<file path="config.mk">
export PLATFORM = sky130hd
export DESIGN_NAME = aes_dec_round_seq_flat
export DESIGN_NICKNAME = d
export VERILOG_FILES = /design/src/rtl/aes_dec_round_seq_if.sv /design/src/rtl/aes_dec_round_seq.sv /design/src/flat_wrapper.sv
export SDC_FILE = /design/constraint.sdc
export NUM_CORES = 1
export LEC_CHECK = 0
export ABC_CLOCK_PERIOD_IN_PS = 5300
export BUFFER_PORTS_ARGS = -buffer_cell sky130_fd_sc_hd__buf_2
export CAP_MARGIN = 5
export CORE_AREA = 3 3 305 307
export CTS_CLUSTER_DIAMETER = 80
export DETAILED_ROUTE_END_ITERATION = 10
export DIE_AREA = 0 0 308 310
export HOLD_SLACK_MARGIN = 0.06
export PLACE_DENSITY = 0.36
export SYNTH_ARGS = -nofsm -noshare
export SYNTH_HDL_FRONTEND = slang
export SYNTH_SLANG_ARGS = --single-unit
</file>
<file path="constraint.sdc">
create_clock -name clk -period 5.3 [get_ports clk]
set_clock_uncertainty 0.05 [all_clocks]
set_input_delay 0.795 -clock clk [delete_from_list [all_inputs] [get_ports clk]]
set_output_delay 0.795 -clock clk [all_outputs]
set_load 0.05 [all_outputs]
</file>
<file path="src/rtl/aes_dec_round_seq_if.sv">
// Bus bundle for the AES decrypt round sequencer: ciphertext in, plaintext out,
// round-key store read port and ALU operand/opcode port.
interface aes_dec_round_seq_if #(
  parameter int KEY_AW = 4
);
  // Handshakes: a beat transfers on a rising edge where valid and ready are both
  // high; once raised, valid and its data stay stable until that edge.
  logic              in_valid;
  logic              in_ready;
  logic [127:0]      in_data;
  logic              out_valid;
  logic              out_ready;
  logic [127:0]      out_data;
  logic              key_rd_en;
  logic [KEY_AW-1:0] key_rd_addr;
  logic [127:0]      key_rd_data;
  logic [127:0]      alu_a;
  logic [127:0]      alu_b;
  logic [4:0]        alu_op;
  logic [127:0]      alu_res;
  logic              busy;

  modport master (
    output in_valid, in_data, out_ready, key_rd_data, alu_res,
    input  in_ready, out_valid, out_data, key_rd_en, key_rd_addr,
           alu_a, alu_b, alu_op, busy
  );

  modport slave (
    input  in_valid, in_data, out_ready, key_rd_data, alu_res,
    output in_ready, out_valid, out_data, key_rd_en, key_rd_addr,
           alu_a, alu_b, alu_op, busy
  );
endinterface

</file>
<file path="src/rtl/aes_dec_round_seq.sv">
// Sequences NUM_ROUNDS+1 ALU passes (DECF, DEC..., XORE) to decrypt one AES block.
// Optional macro AES_DEC_ABORT_EN adds an abort input that cancels a block in flight.
module aes_dec_round_seq #(
  parameter int NUM_ROUNDS = 10,
  parameter int KEY_AW     = 4
) (
  input  logic                clk,
  input  logic                rst_n,
`ifdef AES_DEC_ABORT_EN
  input  logic                abort,
`endif
  aes_dec_round_seq_if.slave  bus,
  output logic [1:0]          o_dbg_state
);

  localparam logic [KEY_AW-1:0] LAST_RND = KEY_AW'(NUM_ROUNDS);
  localparam logic [4:0] OP_NOP  = 5'h00;
  localparam logic [4:0] OP_DEC  = 5'h13;
  localparam logic [4:0] OP_DECF = 5'h14;
  localparam logic [4:0] OP_XORE = 5'h15;

  typedef enum logic [1:0] {
    S_IDLE  = 2'd0,
    S_FETCH = 2'd1,
    S_EXEC  = 2'd2,
    S_DONE  = 2'd3
  } state_t;

  state_t            r_state;
  state_t            w_next;
  logic [127:0]      r_st;
  logic [KEY_AW-1:0] r_rnd;
  logic              w_last;
  logic              w_abort;

  assign w_last = (r_rnd == LAST_RND);

`ifdef AES_DEC_ABORT_EN
  assign w_abort = abort & ((r_state == S_FETCH) | (r_state == S_EXEC));
`else
  assign w_abort = 1'b0;
`endif

  always_ff @(posedge clk or negedge rst_n) begin
    if (!rst_n) r_state <= S_IDLE;
    else        r_state <= w_next;
  end

  // Key index counts down from the last round key; it stays put across FETCH and EXEC.
  always_comb begin
    w_next          = r_state;
    bus.in_ready    = 1'b0;
    bus.out_valid   = 1'b0;
    bus.key_rd_en   = 1'b0;
    bus.key_rd_addr = '0;
    bus.alu_op      = OP_NOP;
    bus.alu_b       = '0;
    case (r_state)
      S_IDLE: begin
        bus.in_ready = 1'b1;
        if (bus.in_valid) w_next = S_FETCH;
      end
      S_FETCH: begin
        bus.key_rd_en   = 1'b1;
        bus.key_rd_addr = LAST_RND - r_rnd;
        w_next          = w_abort ? S_IDLE : S_EXEC;
      end
      S_EXEC: begin
        bus.key_rd_addr = LAST_RND - r_rnd;
        bus.alu_b       = bus.key_rd_data;
        if (r_rnd == '0)  bus.alu_op = OP_DECF;
        else if (w_last)  bus.alu_op = OP_XORE;
        else              bus.alu_op = OP_DEC;
        if (w_abort)      w_next = S_IDLE;
        else if (w_last)  w_next = S_DONE;
        else              w_next = S_FETCH;
      end
      S_DONE: begin
        bus.out_valid = 1'b1;
        if (bus.out_ready) w_next = S_IDLE;
      end
      default: w_next = S_IDLE;
    endcase
  end

  // Running state and pass counter; an abort leaves the state register untouched.
  always_ff @(posedge clk or negedge rst_n) begin
    if (!rst_n) begin
      r_st  <= '0;
      r_rnd <= '0;
    end else if (w_abort) begin
      r_rnd <= '0;
    end else begin
      case (r_state)
        S_IDLE: begin
          if (bus.in_valid) begin
            r_st  <= bus.in_data;
            r_rnd <= '0;
          end
        end
        S_EXEC: begin
          r_st <= bus.alu_res;
          if (!w_last) r_rnd <= r_rnd + 1'b1;
        end
        default: ;
      endcase
    end
  end

  assign bus.alu_a    = r_st;
  assign bus.out_data = r_st;
  assign bus.busy     = (r_state != S_IDLE);
  assign o_dbg_state  = r_state;

endmodule

</file>
<file path="src/flat_wrapper.sv">
// flat-port wrapper written by rule: the top's interface ports become plain ports
module aes_dec_round_seq_flat 
#(
  parameter int NUM_ROUNDS = 10,
  parameter int KEY_AW     = 4
)
  (clk, rst_n, o_dbg_state, bus_in_valid, bus_in_data, bus_out_ready, bus_key_rd_data, bus_alu_res, bus_in_ready, bus_out_valid, bus_out_data, bus_key_rd_en, bus_key_rd_addr, bus_alu_a, bus_alu_b, bus_alu_op, bus_busy);
  aes_dec_round_seq_if #(.KEY_AW(KEY_AW)) bus_i ();
  input  logic clk;
  input  logic rst_n;
  output logic [1:0] o_dbg_state;
  input wire logic [$bits(bus_i.in_valid)-1:0] bus_in_valid;
  input wire logic [$bits(bus_i.in_data)-1:0] bus_in_data;
  input wire logic [$bits(bus_i.out_ready)-1:0] bus_out_ready;
  input wire logic [$bits(bus_i.key_rd_data)-1:0] bus_key_rd_data;
  input wire logic [$bits(bus_i.alu_res)-1:0] bus_alu_res;
  output wire logic [$bits(bus_i.in_ready)-1:0] bus_in_ready;
  output wire logic [$bits(bus_i.out_valid)-1:0] bus_out_valid;
  output wire logic [$bits(bus_i.out_data)-1:0] bus_out_data;
  output wire logic [$bits(bus_i.key_rd_en)-1:0] bus_key_rd_en;
  output wire logic [$bits(bus_i.key_rd_addr)-1:0] bus_key_rd_addr;
  output wire logic [$bits(bus_i.alu_a)-1:0] bus_alu_a;
  output wire logic [$bits(bus_i.alu_b)-1:0] bus_alu_b;
  output wire logic [$bits(bus_i.alu_op)-1:0] bus_alu_op;
  output wire logic [$bits(bus_i.busy)-1:0] bus_busy;
  assign bus_i.in_valid = bus_in_valid;
  assign bus_i.in_data = bus_in_data;
  assign bus_i.out_ready = bus_out_ready;
  assign bus_i.key_rd_data = bus_key_rd_data;
  assign bus_i.alu_res = bus_alu_res;
  assign bus_in_ready = bus_i.in_ready;
  assign bus_out_valid = bus_i.out_valid;
  assign bus_out_data = bus_i.out_data;
  assign bus_key_rd_en = bus_i.key_rd_en;
  assign bus_key_rd_addr = bus_i.key_rd_addr;
  assign bus_alu_a = bus_i.alu_a;
  assign bus_alu_b = bus_i.alu_b;
  assign bus_alu_op = bus_i.alu_op;
  assign bus_busy = bus_i.busy;
  aes_dec_round_seq #(.NUM_ROUNDS(NUM_ROUNDS), .KEY_AW(KEY_AW)) u_core (.clk(clk), .rst_n(rst_n), .bus(bus_i), .o_dbg_state(o_dbg_state));
endmodule
</file>
==> impl_metrics.xml <==
<?xml version="1.0" encoding="UTF-8"?>
<metrics>
  <group name="finish">
    <metric name="layout-drive-gt1-share" unit="">0.5421</metric>
    <metric name="layout.cells.most_common_list" unit="">buf_2, dfrtp_1, nand2_1, and2_1, mux2i_1</metric>
    <metric name="flow.area_growth_from_synthesis" unit="%">58.79</metric>
    <metric name="final_util" unit="">0.1450</metric>
    <metric name="final_common_cell" unit="">buf_2</metric>
    <metric name="nNetsFinal" unit="">1902</metric>
  </group>
  <group name="place">
    <metric name="dpl.hpwl" unit="um">39070</metric>
    <metric name="count_of_port_buffers_added_during_placement" unit="">785</metric>
    <metric name="pre_cts_ws" unit="ns">2.326</metric>
    <metric name="routabilityCongestion" unit="">0.7623</metric>
  </group>
  <group name="yosys">
    <metric name="ys_seq_elements" unit="">134</metric>
    <metric name="post-synth-top-area-fraction" unit="">0.4068</metric>
    <metric name="postSynthCellCount" unit="">885</metric>
    <metric name="postSynthAreaPerCell" unit="sq um">9.314</metric>
    <metric name="yosysTopAreaCell" unit="">dfrtp_1</metric>
    <metric name="synthesis.yosys.warnings" unit="">0</metric>
    <metric name="post_synth_instance_area" unit="sq mm">0.008243</metric>
    <metric name="synth_nets" unit="">1280</metric>
    <metric name="synth.area.top_cells" unit="">dfrtp_1, mux2i_1, buf_4</metric>
    <metric name="ys_types" unit="">32</metric>
    <metric name="share_of_the_yosys_chip_area_belonging_to_registers" unit="">0.4068</metric>
  </group>
  <group name="worst_setup_path">
    <metric name="critical_path_at" unit="ns">2.56</metric>
    <metric name="worstSetupStartpointType" unit="">register</metric>
    <metric name="critical_path_peak_fanout" unit="">91</metric>
    <metric name="setup.worst_path.end_class" unit="">output pin</metric>
    <metric name="crit_type" unit="">register to output pin</metric>
    <metric name="worst-endpoint-required" unit="ns">4.45</metric>
  </group>
  <group name="cts">
    <metric name="postCtsHoldBufs" unit="">0</metric>
    <metric name="path_clk_slew" unit="ns">0.07</metric>
    <metric name="clkLatencyLatePin" unit="ns">0.46</metric>
    <metric name="tritoncts.num_buffers" unit="">17</metric>
    <metric name="postCtsSetupRepairBufs" unit="">0</metric>
    <metric name="cts_resized" unit="">0</metric>
    <metric name="clock-sinks" unit="">134</metric>
    <metric name="tritoncts" unit="">built</metric>
    <metric name="cts_root_buf" unit="">clkbuf_16</metric>
    <metric name="clock_path_buffers" unit="">2</metric>
    <metric name="htreeDepth" unit="">4</metric>
  </group>
  <group name="grt">
    <metric name="grt_usage" unit="">0.09140</metric>
    <metric name="grt_max_degree" unit="">141</metric>
    <metric name="grt_antenna_before_repair" unit="">27</metric>
    <metric name="globalRouteOverflowTotal" unit="">0</metric>
    <metric name="wire_length_of_the_first_global_routing_pass" unit="um">60820</metric>
    <metric name="number_of_global_route_vias_before_repair" unit="">8256</metric>
  </group>
  <group name="sta">
    <metric name="fin_crit_sh" unit="">0.6415</metric>
    <metric name="worst_path_setup_slack_after_routing" unit="ns">1.900</metric>
    <metric name="worst-slew-pin-transition" unit="ns">0.7161</metric>
    <metric name="fin_setup_tns" unit="ns">0</metric>
    <metric name="timing_hold_violations_final" unit="">0</metric>
    <metric name="rsz0062_at_grt" unit="">no</metric>
    <metric name="final_report_setup_violation_count" unit="">0</metric>
    <metric name="timing.final.max_slew_violations" unit="">0</metric>
    <metric name="max-slew-margin-rel" unit="">0.5226</metric>
    <metric name="max_freq" unit="GHz">0.2941</metric>
    <metric name="period_minus_slack" unit="ns">3.400</metric>
  </group>
  <group name="die">
    <metric name="initial_core_util" unit="">0.09130</metric>
    <metric name="fp.dieW" unit="um">308</metric>
    <metric name="chipHeight" unit="um">310</metric>
    <metric name="row_count" unit="">110</metric>
    <metric name="io_pins" unit="">787</metric>
    <metric name="core_region_area" unit="sq mm">0.09029</metric>
    <metric name="area_of_the_die" unit="sq mm">0.09548</metric>
  </group>
  <group name="detailed_routing">
    <metric name="drtPass1Iterations" unit="">4</metric>
    <metric name="ant_nets" unit="">0</metric>
    <metric name="route.vias.total" unit="">8169</metric>
    <metric name="drt-total-wl" unit="um">46570</metric>
    <metric name="post-route-drc-count" unit="">0</metric>
    <metric name="number_of_drc_violations_after_detailed_routing_iteration_0" unit="">294</metric>
    <metric name="route.detailed.vias_per_inst" unit="">3.028</metric>
    <metric name="avgRoutedWirePerCell" unit="um">17.26</metric>
  </group>
  <group name="run">
    <metric name="max_cap_violations" unit="">0</metric>
  </group>
  <group name="outcome">
    <metric name="run_status" unit="">complete, no violations</metric>
  </group>
  <group name="worst_hold_path">
    <metric name="timing.hold.worst.class" unit="">primary input to asynchronous set/reset pin</metric>
  </group>
</metrics>
-- flip-flops by register name, indices dropped and copies added (netlist names) --
signal / cells
u_core.o_dbg_state: 2
u_core.r_rnd: 4
u_core.bus.alu_a: 128
-- through the flow --
stage / hold WS, ns / instances / cell area [sq um]
after floorplan: 0.4494 / 885 / 8243
after global placement: 0.4407 / 2664 / 12460
after detailed placement: 0.4454 / 2664 / 12460
after CTS: 0.2202 / 2696 / 13080
after global routing: 0.2443 / 2696 / 13080
final: 0.2343 / 2698 / 13090
-- logic make-up (layout without fill, tap and decap cells) --
logic type	count (synthesis)	in the layout	synth area share
AOI/OAI and AO/OA	142	142	0.08895
xor gates and xnor gates	2	2	0.002125
adders and majority gates	7	7	0.01062
buffers and inverters	194	829	0.1617
DFF	134	134	0.4068
muxes	130	130	0.1595
other	1	3	0.0004549
and+or+nand+nor	275	275	0.1699
-- synth_stat cells, drive strengths merged --
cell	n
a21oi	2
a41o	1
and2	131
and3	1
and3b	1
and4b	1
buf	160
clkbuf	28
conb	1
dfrtp	134
ha	7
inv	6
mux2	1
mux2i	129
nand2	131
nand2b	2
nand3	1
nand4	1
nand4b	1
nor2b	5
o211ai	1
o21a	1
o21ai	133
o22ai	1
o31ai	2
o41a	1
xnor2	1
xor2	1
-- critical path: stages, from the launching register on --
cell	delay (ns)
dfrtp_1	0.42
inv_1	0.15
ha_4	0.59
buf_12	0.35
and2_1	0.20
buf_2	0.26
-- path summary, 6_finish.rpt --
| path | to | cells past startpoint | slack, ns | from |
|---|---|---|---|---|
| worst max register to register | u_core.bus.alu_a[47] | 6 | 2.47 | u_core.o_dbg_state[0] |
| worst min register to register | u_core.bus.alu_a[42] | 2 | 0.45 | u_core.bus.alu_a[42] |
| max in group asynchronous | u_core.bus.alu_a[109] | 2 | 3.99 | rst_n |
| worst max-delay path | bus_alu_b[43] | 5 | 1.90 | u_core.o_dbg_state[0] |
| worst min-delay path | u_core.bus.alu_a[71] | 1 | 0.23 | rst_n |
| min in group clk | u_core.bus.alu_a[42] | 2 | 0.45 | u_core.bus.alu_a[42] |
-- metal layers --
layer  vias up  track usage  wire, um
met5         -            0        11
met4         2      0.03365      1242
met3        78      0.02995      3736
met2       451       0.1621     23710
met1      3598       0.1020     17880
li1       4040            -         -
-- final cells by class --
class	count	area (sq um)
well taps	1176	1471
diodes	2	5.005
clock inverters	12	177.7
clock buffers	20	446.7
inverters	6	22.52
fillers	10390	77200
multi-input cells	557	3570
flip-flops and latches	134	3353
repair buffers	791	4043
Power is not shown: default switching activity piles up to over one toggle a cycle in this logic, so the estimate is an artifact.
